===== config.mk =====
export PLATFORM = sky130hd
export DESIGN_NAME = psram_rd_capture
export DESIGN_NICKNAME = d
export VERILOG_FILES = /design/src/rtl/psram_rd_capture_pkg.sv /design/src/rtl/psram_rd_capture.sv
export SDC_FILE = /design/constraint.sdc
export NUM_CORES = 1
export LEC_CHECK = 0
export BUFFER_PORTS_ARGS = -buffer_cell sky130_fd_sc_hd__buf_2
export CORE_AREA = 2 2 63 65
export CTS_BUF_LIST = sky130_fd_sc_hd__clkbuf_16
export DETAILED_ROUTE_END_ITERATION = 6
export DIE_AREA = 0 0 65 67
export PLACE_DENSITY = 0.82
export REMOVE_ABC_BUFFERS = 1
export SLEW_MARGIN = 20
export SYNTH_ARGS = -nofsm -noshare
export SYNTH_HDL_FRONTEND = slang
export SYNTH_SLANG_ARGS = --single-unit

===== constraint.sdc =====
create_clock -name clk -period 2.16 [get_ports clk]
set_clock_uncertainty 0.1 [all_clocks]
set_input_delay 0 -clock clk [delete_from_list [all_inputs] [get_ports clk]]
set_output_delay 0 -clock clk [all_outputs]
set_load 0.02 [all_outputs]

===== src/rtl/psram_rd_capture_pkg.sv =====
// Shared definitions for the PSRAM read-capture sequencer: FSM states,
// the IDDR pipeline depth and default geometry.
package psram_rd_capture_pkg;

    typedef enum logic [1:0] {
        IDLE     = 2'd0,
        WAIT_LAT = 2'd1,
        CAPTURE  = 2'd2,
        DONE     = 2'd3
    } state_t;

    localparam int IDDR_PIPE         = 2;
    localparam int DEFAULT_DQ_W      = 8;
    localparam int DEFAULT_BURST_LEN = 4;
    localparam int DEFAULT_TIMEOUT   = 63;

endpackage


===== src/rtl/psram_rd_capture.sv =====
// Read-data capture sequencer: waits the read latency, qualifies IDDR output
// pairs with the captured RWDS strobe, assembles words and counts the burst.
module psram_rd_capture
    import psram_rd_capture_pkg::*;
#(
    parameter int DQ_W      = DEFAULT_DQ_W,
    parameter int BURST_LEN = DEFAULT_BURST_LEN,
    parameter int TIMEOUT   = DEFAULT_TIMEOUT
) (
    input  logic              clk,
    input  logic              reset_n,
    input  logic              start,
    input  logic [3:0]        latency,
    input  logic [DQ_W-1:0]   iddr_q0,
    input  logic [DQ_W-1:0]   iddr_q1,
    input  logic              rwds_q0,
    input  logic              rwds_q1,
    output logic              busy,
    output logic [2*DQ_W-1:0] rdata,
    output logic              rdata_valid,
    output logic              rdata_last,
    output logic              done,
    output logic              timeout_err
);

    localparam int LAT_W  = 5;
    localparam int BEAT_W = $clog2(BURST_LEN) + 1;
    localparam int TO_W   = $clog2(TIMEOUT + 1);

    state_t              state, state_next;
    logic [LAT_W-1:0]    lat_cnt, lat_cnt_next;
    logic [BEAT_W-1:0]   beat_cnt, beat_cnt_next;
    logic [TO_W-1:0]     to_cnt, to_cnt_next;
    logic [2*DQ_W-1:0]   rdata_next;
    logic                busy_next, valid_next, last_next, done_next, err_next;
    logic                beat_qual;

    // A beat is a rising-edge-high / falling-edge-low RWDS pair from the IDDR.
    assign beat_qual = rwds_q0 & ~rwds_q1;

    always_comb begin
        state_next    = state;
        lat_cnt_next  = lat_cnt;
        beat_cnt_next = beat_cnt;
        to_cnt_next   = to_cnt;
        rdata_next    = rdata;
        busy_next     = busy;
        valid_next    = 1'b0;
        last_next     = 1'b0;
        done_next     = 1'b0;
        err_next      = 1'b0;
        case (state)
            IDLE: begin
                busy_next = 1'b0;
                if (start) begin
                    lat_cnt_next  = {1'b0, latency} + LAT_W'(IDDR_PIPE - 1);
                    beat_cnt_next = '0;
                    to_cnt_next   = '0;
                    busy_next     = 1'b1;
                    state_next    = WAIT_LAT;
                end
            end
            WAIT_LAT: begin
                if (lat_cnt == '0) state_next   = CAPTURE;
                else               lat_cnt_next = lat_cnt - LAT_W'(1);
            end
            CAPTURE: begin
                if (beat_qual) begin
                    rdata_next    = {iddr_q0, iddr_q1};
                    valid_next    = 1'b1;
                    beat_cnt_next = beat_cnt + BEAT_W'(1);
                    to_cnt_next   = '0;
                    if (beat_cnt == BEAT_W'(BURST_LEN - 1)) begin
                        last_next  = 1'b1;
                        state_next = DONE;
                    end
                end else if (to_cnt == TO_W'(TIMEOUT - 1)) begin
                    err_next   = 1'b1;
                    busy_next  = 1'b0;
                    state_next = IDLE;
                end else begin
                    to_cnt_next = to_cnt + TO_W'(1);
                end
            end
            DONE: begin
                done_next  = 1'b1;
                busy_next  = 1'b0;
                state_next = IDLE;
            end
            default: state_next = IDLE;
        endcase
    end

    always_ff @(posedge clk or negedge reset_n) begin
        if (!reset_n) begin
            state       <= IDLE;
            lat_cnt     <= '0;
            beat_cnt    <= '0;
            to_cnt      <= '0;
            rdata       <= '0;
            busy        <= 1'b0;
            rdata_valid <= 1'b0;
            rdata_last  <= 1'b0;
            done        <= 1'b0;
            timeout_err <= 1'b0;
        end else begin
            state       <= state_next;
            lat_cnt     <= lat_cnt_next;
            beat_cnt    <= beat_cnt_next;
            to_cnt      <= to_cnt_next;
            rdata       <= rdata_next;
            busy        <= busy_next;
            rdata_valid <= valid_next;
            rdata_last  <= last_next;
            done        <= done_next;
            timeout_err <= err_next;
        end
    end

endmodule


* After elaboration in Yosys (flattened, before gate mapping)
Cells that the tools add are included.
Word-level totals: word-level logic and storage cells 70, RAM bits 0, bits of input ports 25, memories kept 0, ROM bits 0, bits in registers 37, bits in latches 0, output and inout bits 21
Operators by class: add/subtract/negate cells 4, order comparisons 0, eq/ne operators 14, reductions and logical operators 11, multiply operators 0, muxes and demuxes 29, shift-type cells 0, divide/modulo/power cells 0, bitwise logic cells 2
Operator list (number):
- two-way mux 6 bit | 3
- two-way mux 1 bit | 12
- inequality test 2 bit, second input constant | 6
- one-hot mux 6 bit (2 select lines) | 1
- AND reduction 3 bit | 4
- two-way mux 2 bit | 5
- two-way mux 5 bit | 2
- one-hot mux 5 bit (2 select lines) | 1
- inequality test 3 bit, second input constant | 3
- one-hot mux 2 bit (4 select lines) | 1
- adder 6 x 1 -> 6 bit, second input constant | 1
- equality test 6 bit, second input constant | 1
- two-way mux 3 bit | 2
- one-hot mux 3 bit (2 select lines) | 1
- adder 4 x 1 -> 5 bit, second input constant | 1
- logical NOT 5 bit | 1
- subtractor 5 x 1 -> 5 bit, second input constant | 1
- equality test 2 bit, second input constant | 2
- AND reduction 4 bit | 1
- nonzero test 2 bit | 2
- adder 3 x 1 -> 3 bit, second input constant | 1
- equality test 3 x 2 -> 1 bit, second input constant | 1
- one-hot mux 1 bit (3 select lines) | 1
- nonzero test 3 bit | 1
- other kinds (5) | 5

* Logic depth before layout (Yosys ltp)
Gate-level depths: netlist of run 1.
word-level depth 4, gate-level depth with buffers 8

* Worst setup path before layout of run 1
OpenSTA, ideal clock, no wires.
path kind reg2reg, start point register state[0], end point register rdata[0], path slack 0.668 ns, data required time 1.935 ns, arrival time 1.267 ns, stages on the path, launching flop included 7, cells stage by stage dfrtp_1 -> buf_4 -> nor2b_1 -> nand2_1 -> inv_2 -> buf_6 -> mux2_2
Between the ends: word-level cells in the longest chain between the ends 2
RTL lines:
- start: declaration | RTL line psram_rd_capture.sv:30 | state_t state, state_next;
- start signal: assignment | RTL line psram_rd_capture.sv:107 | state <= state_next;
- equality test 2 bit | RTL line psram_rd_capture.sv:52 | case (state)
- AND reduction 2 bit (no source line)
- end signal: assignment | RTL line psram_rd_capture.sv:111 | rdata <= rdata_next;
- end: declaration | RTL line psram_rd_capture.sv:19 | output logic [2*DQ_W-1:0] rdata,
No other way between the ends. A chain may end at the register's enable or synchronous reset.

* Worst setup path in the final report of run 1
start point register state[0], end point register rdata[4]
Same word-level chain as after synthesis.

==> impl_metrics.csv, run 1 <==
group,metric,value,unit
final_layout,nNetsFinal,251,
critical_path,cp-end-kind,"flip-flop",
min_path,holdPathStages,4,
clocking,root_buffer,"clkbuf_16",
place,dp_hpwl,2240,um
final_layout,diodes,0,
routing,vias,1355,
place,io_buffer_count,45,
global_route,grt_pass1_vias,1329,
timing,final-hold-violation-count,0,
synth,synthTopCellsByArea,"dfrtp_1 52%, mux2_2 10%, ha_1 4.2%, a21oi_1 2.8%, nor2_1 2.3%",
final_layout,area_growth_syn_to_layout,33.4,%
outcome,status,"finished, final reports clean",
clocking,cts_max_level,2,
clocking,cts_tree,"built",
critical_path,critPathLaunchType,"flip-flop",
timing,slew_violations,0,
power,total_leakage_power,1.11,nW
timing,slew_headroom,47.7,%
place,place_area,2020,um2
clocking,clk_latency,0.28,ns
power,pwr-share-seq,37.8,%
power,power_density,1320,nW/um2
synth,syn_avg_cell_area,11.7,um2
timing,rsz0062_at_grt,"no",
final_layout,layout-drive-gt1-share,36.2,%
final_layout,seqCellArea,926,um2
power,power.internal,1.96,mW
synth,yosysWarnings,0,
timing,worst_slack,0.401,ns
synth,synth_top_area_share,52.3,%
final_layout,stdcell_area,2360,um2
global_route,antenna_found_initial,0,
global_route,grt_start_max_net_pins,38,
global_route,track_usage,18.2,%
global_route,grt_pass1_wl,5880,um
die,ios,46,
routing,wire_per_inst,12.8,um
timing,max_freq,569,MHz
die,core_area,3610,um2
power,power.switching,1.16,mW
place,gp_congestion,0.755,
final_layout,n_fill_cell,282,
die,die-area,4360,um2
die,core.rowCount,22,
min_path,hp-class,"primary input to flip-flop",
clocking,cts_sinks,37,
routing,viasPerCell,5.04,
critical_path,crit_fanout,20,
clocking,cts_buffers,5,
global_route,grt-ovfl-total,0,
power,irDropWorstVdd,0.000743,V
routing,drtIter0Drc,48,
power,sw_frac_of_total,37.2,%
timing,post-route-min-period,1.76,ns
routing,drt_first_pass_iters,4,
routing,finalWirelength,3430,um
critical_path,arrival,1.82,ns
synth,synth.largest_area_cell,"dfrtp_1",
clocking,clockBufferDepth,2,
critical_path,required,2.22,ns
power,pwr-share-clk,21.7,%
synth,ys_seq_elements,37,
timing,holdWs,0.0207,ns
synth,syn_inst,151,
synth,syn_area,1770,um2
synth,yosysSeqAreaShare,52.3,%
timing,worstMarginPinSlew,0.785,ns
critical_path,path_class,"flip-flop to flip-flop",
die,die_w,65,um
power,combPwrFrac,40.5,%
job,drv_cap,0,
place,dp_slack,0.406,ns
critical_path,r2r_cells,4,
clocking,clkTransAtPathRegs,0.05,ns
timing,fin_crit_sh,81.4,%
die,dieHeight,67,um
timing,finalSetupTns,0,ns
routing,route.detailed.drc,0,
final_layout,multi_input_comb_area,761,um2
synth,ys_types,36,
routing,ant_nets,0,
timing,setup_violations,0,
die,initial_core_util,49.1,%
stage by stage:
stage                     utilization, %  cells  power [mW]
after floorplan                        -    146        2.05
after global placement              56.0    241        2.37
after detailed placement            56.0    241        2.42
after CTS                           65.4    269        3.14
after global routing                65.4    269        3.34
final                               65.4    269        3.12
critical path, cell delays in order (launching register included):
cell,delay [ns]
dfrtp_1,0.51
nor2b_1,0.22
nand2_1,0.11
inv_2,0.31
mux2_2,0.39
power groups by stage:
stage | combinational, mW | sequential [mW] | clock [mW]
2_1_floorplan | 0.656 | 1.39 | 0
3_3_place_gp | 1.19 | 1.18 | 0
6_report | 1.26 | 1.18 | 0.678
3_5_place_dp | 1.24 | 1.18 | 0
5_1_grt | 1.38 | 1.22 | 0.737
4_1_cts | 1.26 | 1.18 | 0.696
registers in the layout, indices dropped and copies added, names as in the netlist:
name / cells
beat_cnt: 3
busy: 1
done: 1
lat_cnt: 5
rdata: 16
rdata_last: 1
rdata_valid: 1
state: 2
timeout_err: 1
to_cnt: 6
routing by layer:
layer	up-vias	wire length [um]	global-route usage, %
li1	678	-	-
met1	622	1640	22.9
met2	43	1510	28.7
met3	12	182	5.41
met4	0	100	8.78
met5	-	0	0
layout by cell type (no fill, tap or decap), types with 6 or more instances in the layout:
cell and n:
nor2_1 11, inv_1 9, dfrtp_1 37, nand2_1 10
buf_2 45, a21oi_1 10, dlygate4sd3_1 20, mux2_2 16
ha_1 6
worst paths after layout:
path,from,slack [ns],to
setup / recovery,state[0]$_DFFE_PN0P_,0.40,rdata[4]$_DFFE_PN0P_
hold / removal,latency[3],0.02,lat_cnt[4]$_DFFE_PN0P_
setup reg to reg,state[0]$_DFFE_PN0P_,0.40,rdata[4]$_DFFE_PN0P_
hold reg to reg,beat_cnt[0]$_DFFE_PN0P_,0.40,beat_cnt[0]$_DFFE_PN0P_
max in group asynchronous,reset_n,1.21,to_cnt[3]$_DFFE_PN0P_
min in group asynchronous,reset_n,0.25,lat_cnt[0]$_DFFE_PN0P_
cells in the mapped netlist:
cell / count
a21oi_1: 10
nand2b_4: 2
nor2_2: 1
o21ai_0: 4
a31oi_1: 2
nand2b_1: 2
nor2_1: 11
o21ai_2: 1
xnor2_1: 2
nor4b_2: 1
mux2_2: 16
o2111ai_1: 1
o21bai_4: 1
buf_4: 2
or2_2: 1
ha_1: 6
inv_2: 1
and2_1: 2
a22o_1: 3
a221oi_2: 1
a31o_1: 1
nor3b_4: 1
inv_1: 8
o21bai_1: 1
mux2i_1: 2
o22ai_1: 5
nand2_1: 10
nor2b_1: 3
nor3_1: 3
nand3_1: 3
buf_6: 3
o21a_1: 1
a32oi_1: 1
dfrtp_1: 37
o41ai_1: 1
a41oi_1: 1
cells by family (layout without fill, tap and decap cells):
| group | Yosys count | count (layout) | synth area share (%) |
|---|---|---|---|
| xor+xnor | 2 | 2 | 0.990 |
| mux | 18 | 18 | 11.3 |
| buf+inv | 14 | 84 | 4.67 |
| flops | 37 | 37 | 52.3 |
| compound gates | 34 | 34 | 13.7 |
| simple gates | 40 | 40 | 12.8 |
| fa+ha+maj | 6 | 6 | 4.24 |
what timing repair did:
item,4_1_cts,5_1_grt
buffers inserted,0,0
gates resized for setup,0,0
hold buffers,20,0
endpoints found under the hold margin,56,0
layout make-up:
class                      count  area share [%]
clock buffer                   5            5.30
clock inverter                 3           0.583
inverter                       9            1.43
multi-input combinational    100            32.2
sequential                    37            39.2
tap                           48            2.55
timing repair buffer          67            18.7
(Power assumes the default switching activity.)
==> run 2, diff against run 1 <==
==> constraint.sdc (replaced) <==
create_clock -name clk -period 1.81 [get_ports clk]
set_clock_uncertainty 0.1 [all_clocks]
set_input_delay 0 -clock clk [delete_from_list [all_inputs] [get_ports clk]]
set_output_delay 0 -clock clk [all_outputs]
set_load 0.02 [all_outputs]
==> run 2 against run 1 <==
Flip-flop and latch count unchanged. Critical endpoint is now rdata[1]$_DFFE_PN0P_. First-iteration DRC count down 21%. Fmax grew 11%. Total power increased by 21%. Critical path depth did not move. Die area unchanged. Non-clock buffer count grew 2. Utilization is 0.49 points higher.
==> impl_metrics.csv, run 2 (same netlist as run 1, synthesis figures left out) <==
group,metric,value,unit
final_layout,layout-drive-gt1-share,36.0,%
clocking,cts_tree,"built",
die,die_w,65,um
critical_path,slowest_delay,0.39,ns
timing,post-route-min-period,1.58,ns
final_layout,regMostFlops,"rdata",
final_layout,final_common_cell,"buf_2",
global_route,grt_start_max_net_pins,38,
routing,viasPerCell,5.16,
die,dieHeight,67,um
routing,drtIter0Drc,38,
timing,fin_crit_sh,87.4,%
critical_path,startpoint,"state[1]$_DFFE_PN0P_",
global_route,grt_pass1_vias,1402,
critical_path,path_class,"flip-flop to flip-flop",
place,dp_hpwl,2330,um
min_path,hp-class,"primary input to flip-flop",
critical_path,required,1.87,ns
die,ios,46,
timing,worstMarginPinSlew,0.799,ns
place,io_buffer_count,45,
clocking,clockBufferDepth,2,
timing,setup_violations,0,
critical_path,cp-end-kind,"flip-flop",
die,core.rowCount,22,
outcome,status,"finished, final reports clean",
timing,slew_headroom,46.7,%
die,core_area,3610,um2
power,power_density,1590,nW/um2
critical_path,crit_chain,"nor2b_1, nand2_1, inv_2, mux2_2",
global_route,grt-ovfl-total,0,
clocking,cts_max_level,2,
clocking,cts_buffers,5,
global_route,grt_pass1_wl,6210,um
power,total_leakage_power,1.12,nW
final_layout,reg_top3,"rdata x16, to_cnt x6, lat_cnt x5",
critical_path,cp_slowest_cell,"mux2_2",
routing,vias,1394,
routing,route.detailed.drc,0,
die,die-area,4360,um2
critical_path,r2r_start,"state[1]$_DFFE_PN0P_",
critical_path,critPathLaunchType,"flip-flop",
timing,finalSetupTns,0,ns
timing,final-hold-violation-count,0,
place,gp_congestion,0.802,
final_layout,most-common-layout-cells,"45 x buf_2, 37 x dfrtp_1, 20 x dlygate4sd3_1, 16 x mux2_2, 11 x nor2_1",
job,drv_cap,0,
final_layout,diodes,0,
global_route,track_usage,19.3,%
timing,max_freq,632,MHz
global_route,antenna_found_initial,0,
clocking,root_buffer,"clkbuf_16",
routing,drt_first_pass_iters,4,
timing,slew_violations,0,
critical_path,cpLargestDelayFamily,"multiplexers",
min_path,hp-start,"latency[3]",
clocking,cts_sinks,37,
critical_path,arrival,1.64,ns
critical_path,crit_fanout,20,
final_layout,nNetsFinal,253,
power,irDropWorstVdd,0.00102,V
clocking,clkTransAtPathRegs,0.05,ns
final_layout,largest_reg_flops,16,
critical_path,critPathBufInv,1,
final_layout,area_growth_syn_to_layout,34.4,%
die,initial_core_util,49.1,%
power,total_power,3.77,mW
timing,rsz0062_at_grt,"no",
routing,finalWirelength,3660,um
routing,ant_nets,0,
clocking,clk_latency,0.28,ns
routing,wire_per_inst,13.5,um
==> run 2: cell types whose count changed in the layout (fill, tap and decap cells not counted) <==
cell and delta:
buf_4 +2, clkinv_2 -2, clkinv_1 +1, nor4b_2 -1
nor4b_4 +1
==> run 2: worst paths after layout <==
kind	end	slack, ns	cells past startpoint
worst min register to register	beat_cnt[2]$_DFFE_PN0P_	0.40	2
worst max register to register	rdata[1]$_DFFE_PN0P_	0.23	4
min in group asynchronous	lat_cnt[3]$_DFFE_PN0P_	0.24	2
max in group asynchronous	to_cnt[5]$_DFFE_PN0P_	0.86	2
worst max-delay path	rdata[1]$_DFFE_PN0P_	0.23	4
worst min-delay path	lat_cnt[4]$_DFFE_PN0P_	0.02	4
==> run 2: layout make-up <==
cell class              instances  area [um2]
multi-input cells             100         769
clock buffers                   5         125
repair buffers                 69         455
inverters                       9        33.8
flip-flops and latches         37         926
well taps                      48        60.1
fillers                       269        1230
clock inverters                 2        7.51
==> run 2: power breakdown <==
group          leakage (nW)  switching, mW  total, mW  internal [mW]
Sequential            0.465          0.236       1.40           1.16
Clock                0.0685          0.302      0.794          0.491
Combinational         0.589          0.873       1.58          0.712
==> run 2: metal layers <==
layer / vias up / wire [um] / global-route usage, %
met5: - / 0 / 0
met4: 0 / 61 / 8.24
met3: 5 / 218 / 5.57
li1: 674 / - / -
met2: 46 / 1740 / 32.6
met1: 669 / 1640 / 22.8
==> run 2: timing repair <==
item	4_1_cts	5_1_grt
endpoints found under the setup margin	0	1
resized for setup	0	1
hold endpoints to repair	57	0
setup buffers	0	0
hold buffers	20	0
==> run 2: through the flow <==
| stage | util, % | hold slack (ns) | instances | setup WS (ns) | cell area, um2 |
|---|---|---|---|---|---|
| after global placement | 56.5 | 0.0348 | 243 | 0.182 | 2040 |
| after CTS | 65.7 | 0.00311 | 270 | 0.134 | 2370 |
| after floorplan | - | -0.396 | 146 | 0.165 | 1720 |
| after global routing | 65.9 | 0.0189 | 270 | 0.118 | 2380 |
| after detailed placement | 56.5 | 0.0399 | 243 | 0.149 | 2040 |
| final | 65.9 | 0.0180 | 270 | 0.228 | 2380 |
==> run 2: worst reg2reg max path: cells and delay by family, from the launching register on <==
kind / cells / cell delay, ns
mux: 1 / 0.39
flops: 1 / 0.37
simple gates: 2 / 0.30
buf+inv: 1 / 0.30
==> run 3, diff against run 2 <==
--- a/config.mk
+++ b/config.mk
@@ -5,12 +5,13 @@
 export SDC_FILE = /design/constraint.sdc
 export NUM_CORES = 1
 export LEC_CHECK = 0
+export ABC_AREA = 1
 export BUFFER_PORTS_ARGS = -buffer_cell sky130_fd_sc_hd__buf_2
-export CORE_AREA = 2 2 63 65
+export CORE_AREA = 2 2 64 66
 export CTS_BUF_LIST = sky130_fd_sc_hd__clkbuf_16
 export DETAILED_ROUTE_END_ITERATION = 6
-export DIE_AREA = 0 0 65 67
-export PLACE_DENSITY = 0.82
+export DIE_AREA = 0 0 66 68
+export PLACE_DENSITY = 0.81
 export REMOVE_ABC_BUFFERS = 1
 export SLEW_MARGIN = 20
 export SYNTH_ARGS = -nofsm -noshare
==> run 3 against run 2 <==
Utilization shrank 3.8 points. First-iteration DRC count grew to 3.2 times the previous value. Global-route usage grew 0.48 points. Worst hold slack gained 0.0059 ns.
==> impl_metrics.csv, run 3 <==
group,metric,value,unit
final_layout,most-common-layout-cells,"85 x nand2_1, 45 x buf_2, 37 x dfrtp_1, 22 x inv_1, 18 x nand3_1",
outcome,status,"finished, final reports clean",
synth,synth_compound_area_share,5.82,%
synth,synth.mux.area_fraction,0,%
final_layout,diodes,0,
global_route,grt_start_max_net_pins,38,
synth,synth_most_common_cell,"nand2_1",
critical_path,path_class,"flip-flop to flip-flop",
timing,slew_headroom,47.0,%
die,core.rowCount,23,
synth,yosysWarnings,0,
synth,ys_seq_elements,37,
place,io_buffer_count,45,
global_route,grt_pass1_vias,1446,
die,die-area,4490,um2
timing,fin_crit_sh,81.7,%
routing,drtIter0Drc,121,
global_route,antenna_found_initial,0,
die,ios,46,
critical_path,arrival,1.53,ns
global_route,grt-ovfl-total,0,
routing,vias,1615,
synth,synthAdderAreaFrac,4.16,%
routing,route.detailed.drc,0,
critical_path,r2r_cells,8,
clocking,cts_max_level,2,
final_layout,regMostFlops,"rdata",
place,dp_hpwl,2510,um
routing,finalWirelength,4070,um
synth,synthXorXnorAreaFrac,0.970,%
clocking,cts_tree,"built",
place,dp_slack,0.378,ns
synth,synth_edf_count,0,
die,core_area,3860,um2
final_layout,reg_top3,"rdata x16, to_cnt x6, lat_cnt x5",
timing,max_freq,676,MHz
clocking,clockBufferDepth,2,
synth,synth_top_area_share,51.3,%
synth,syn_area,1810,um2
die,dieHeight,68,um
clocking,clkTransAtPathRegs,0.06,ns
timing,setup_violations,0,
min_path,hp-class,"primary input to flip-flop",
synth,synth_ff_type,"dfrtp_1",
final_layout,multi_input_comb_area,759,um2
clocking,cts_sinks,37,
synth,ys_types,24,
synth,syn_avg_cell_area,8.21,um2
final_layout,n_fill_cell,330,
global_route,track_usage,19.7,%
timing,slew_violations,0,
timing,worst_slack,0.331,ns
final_layout,layoutNonFillerInstCount,336,
final_layout,seqCellArea,926,um2
clocking,cts_resized,0,
power,total_leakage_power,1.32,nW
synth,synthTopCellsByArea,"dfrtp_1 51%, nand2_1 18%, nand3_1 5.0%, inv_1 4.6%, o21ai_0 4.4%",
die,die_w,66,um
die,initial_core_util,46.8,%
job,drv_cap,0,
routing,wire_per_inst,12.1,um
synth,syn_inst,220,
timing,rsz0062_at_grt,"no",
clocking,root_buffer,"clkbuf_16",
synth,yosys-top-cells-count,"85 x nand2_1, 37 x dfrtp_1, 22 x inv_1",
clocking,cts_buffers,5,
clocking,clk_latency,0.28,ns
timing,final-hold-violation-count,0,
timing,holdWs,0.0240,ns
critical_path,required,1.86,ns
synth,synth_top_family_by_area,"simple AND/OR/NAND/NOR gates",
timing,post-route-min-period,1.48,ns
power,irDropWorstVdd,0.000700,V
timing,finalSetupTns,0,ns
final_layout,final_common_cell,"nand2_1",
timing,worstMarginPinSlew,0.796,ns
critical_path,cp-end-kind,"flip-flop",
synth,yosys.area_share.simple,31.1,%
synth,yosysSeqAreaShare,51.3,%
critical_path,crit_fanout,3,
place,gp_congestion,0.761,
synth,synth.largest_area_cell,"dfrtp_1",
routing,viasPerCell,4.81,
min_path,holdPathStages,4,
final_layout,nNetsFinal,317,
final_layout,largest_reg_flops,16,
final_layout,area_growth_syn_to_layout,32.7,%
place,place_inst,312,
synth,async_reset_ff_share,100,%
power,power_density,1570,nW/um2
critical_path,critPathLaunchType,"flip-flop",
routing,drt_first_pass_iters,4,
global_route,grt_pass1_wl,6470,um
routing,ant_nets,0,
final_layout,layout-drive-gt1-share,22.4,%
## run 3: changes by cell type after synthesis, sizes merged, moves of 9 or more
cell   before  now
nand2      10   91
mux2       16    0
inv         9   24
nand3       3   18
o21ai       5   17
a21oi      10    1
## run 3: critical path: stages, from the launching register on
cell and delay, ns:
dfrtp_1 0.42, ha_1 0.21, ha_1 0.17, inv_1 0.07, nand3_1 0.07, nor2_1 0.10
nor2_1 0.08, nand2_1 0.06, o21ai_0 0.07
## run 3: what timing repair did
action / in CTS / in global routing
setup buffers: 0 / 0
endpoints found under the hold margin: 53 / 0
hold buffers: 17 / 0
## run 3: metal layers
metal	GRT usage (%)	wire length, um	vias up
li1	-	-	823
met1	22.9	1730	753
met2	33.2	2090	28
met3	6.41	118	11
met4	9.44	123	0
met5	0	0	-
## run 3: power breakdown
| part | leakage, nW | internal, mW | switching (mW) | total (mW) |
|---|---|---|---|---|
| clock | 0.0797 | 0.639 | 0.318 | 0.956 |
| sequential | 0.479 | 1.14 | 0.207 | 1.35 |
| combinational | 0.764 | 0.506 | 0.946 | 1.45 |
| total | 1.32 | 2.28 | 1.47 | 3.76 |
## run 3: final cells by class
class / count / share of cell area (%)
sequential: 37 / 38.6
multi-input combinational: 156 / 31.7
timing repair buffer: 62 / 16.5
clock buffer: 5 / 5.22
inverter: 24 / 3.86
tap: 50 / 2.61
clock inverter: 2 / 1.46
## run 3: kinds of logic after synthesis
group	Yosys count
AOI/OAI and AO/OA	20
xor gates and xnor gates	2
adders and majority gates	6
buffers and inverters	27
DFF	37
and+or+nand+nor	128
## run 3: final timing paths
kind	to	slack [ns]	startpoint
hold reg to reg	rdata[2]$_DFFE_PN0P_	0.38	rdata[2]$_DFFE_PN0P_
setup reg to reg	state[0]$_DFFE_PN0P_	0.33	beat_cnt[0]$_DFFE_PN0P_
hold / removal	lat_cnt[0]$_DFFE_PN0P_	0.02	latency[0]
setup / recovery	state[0]$_DFFE_PN0P_	0.33	beat_cnt[0]$_DFFE_PN0P_
min in group asynchronous	beat_cnt[0]$_DFFE_PN0P_	0.25	reset_n
max in group asynchronous	rdata[6]$_DFFE_PN0P_	0.86	reset_n
## run 3: per-stage QoR
| step | power [mW] | utilization, % | area, um2 |
|---|---|---|---|
| after CTS | 3.75 | 62.1 | 2400 |
| after global routing | 4.06 | 62.1 | 2400 |
| after global placement | 2.72 | 53.6 | 2070 |
| after detailed placement | 2.75 | 53.6 | 2070 |
| final | 3.76 | 62.1 | 2400 |
| after floorplan | 2.32 | - | 1780 |
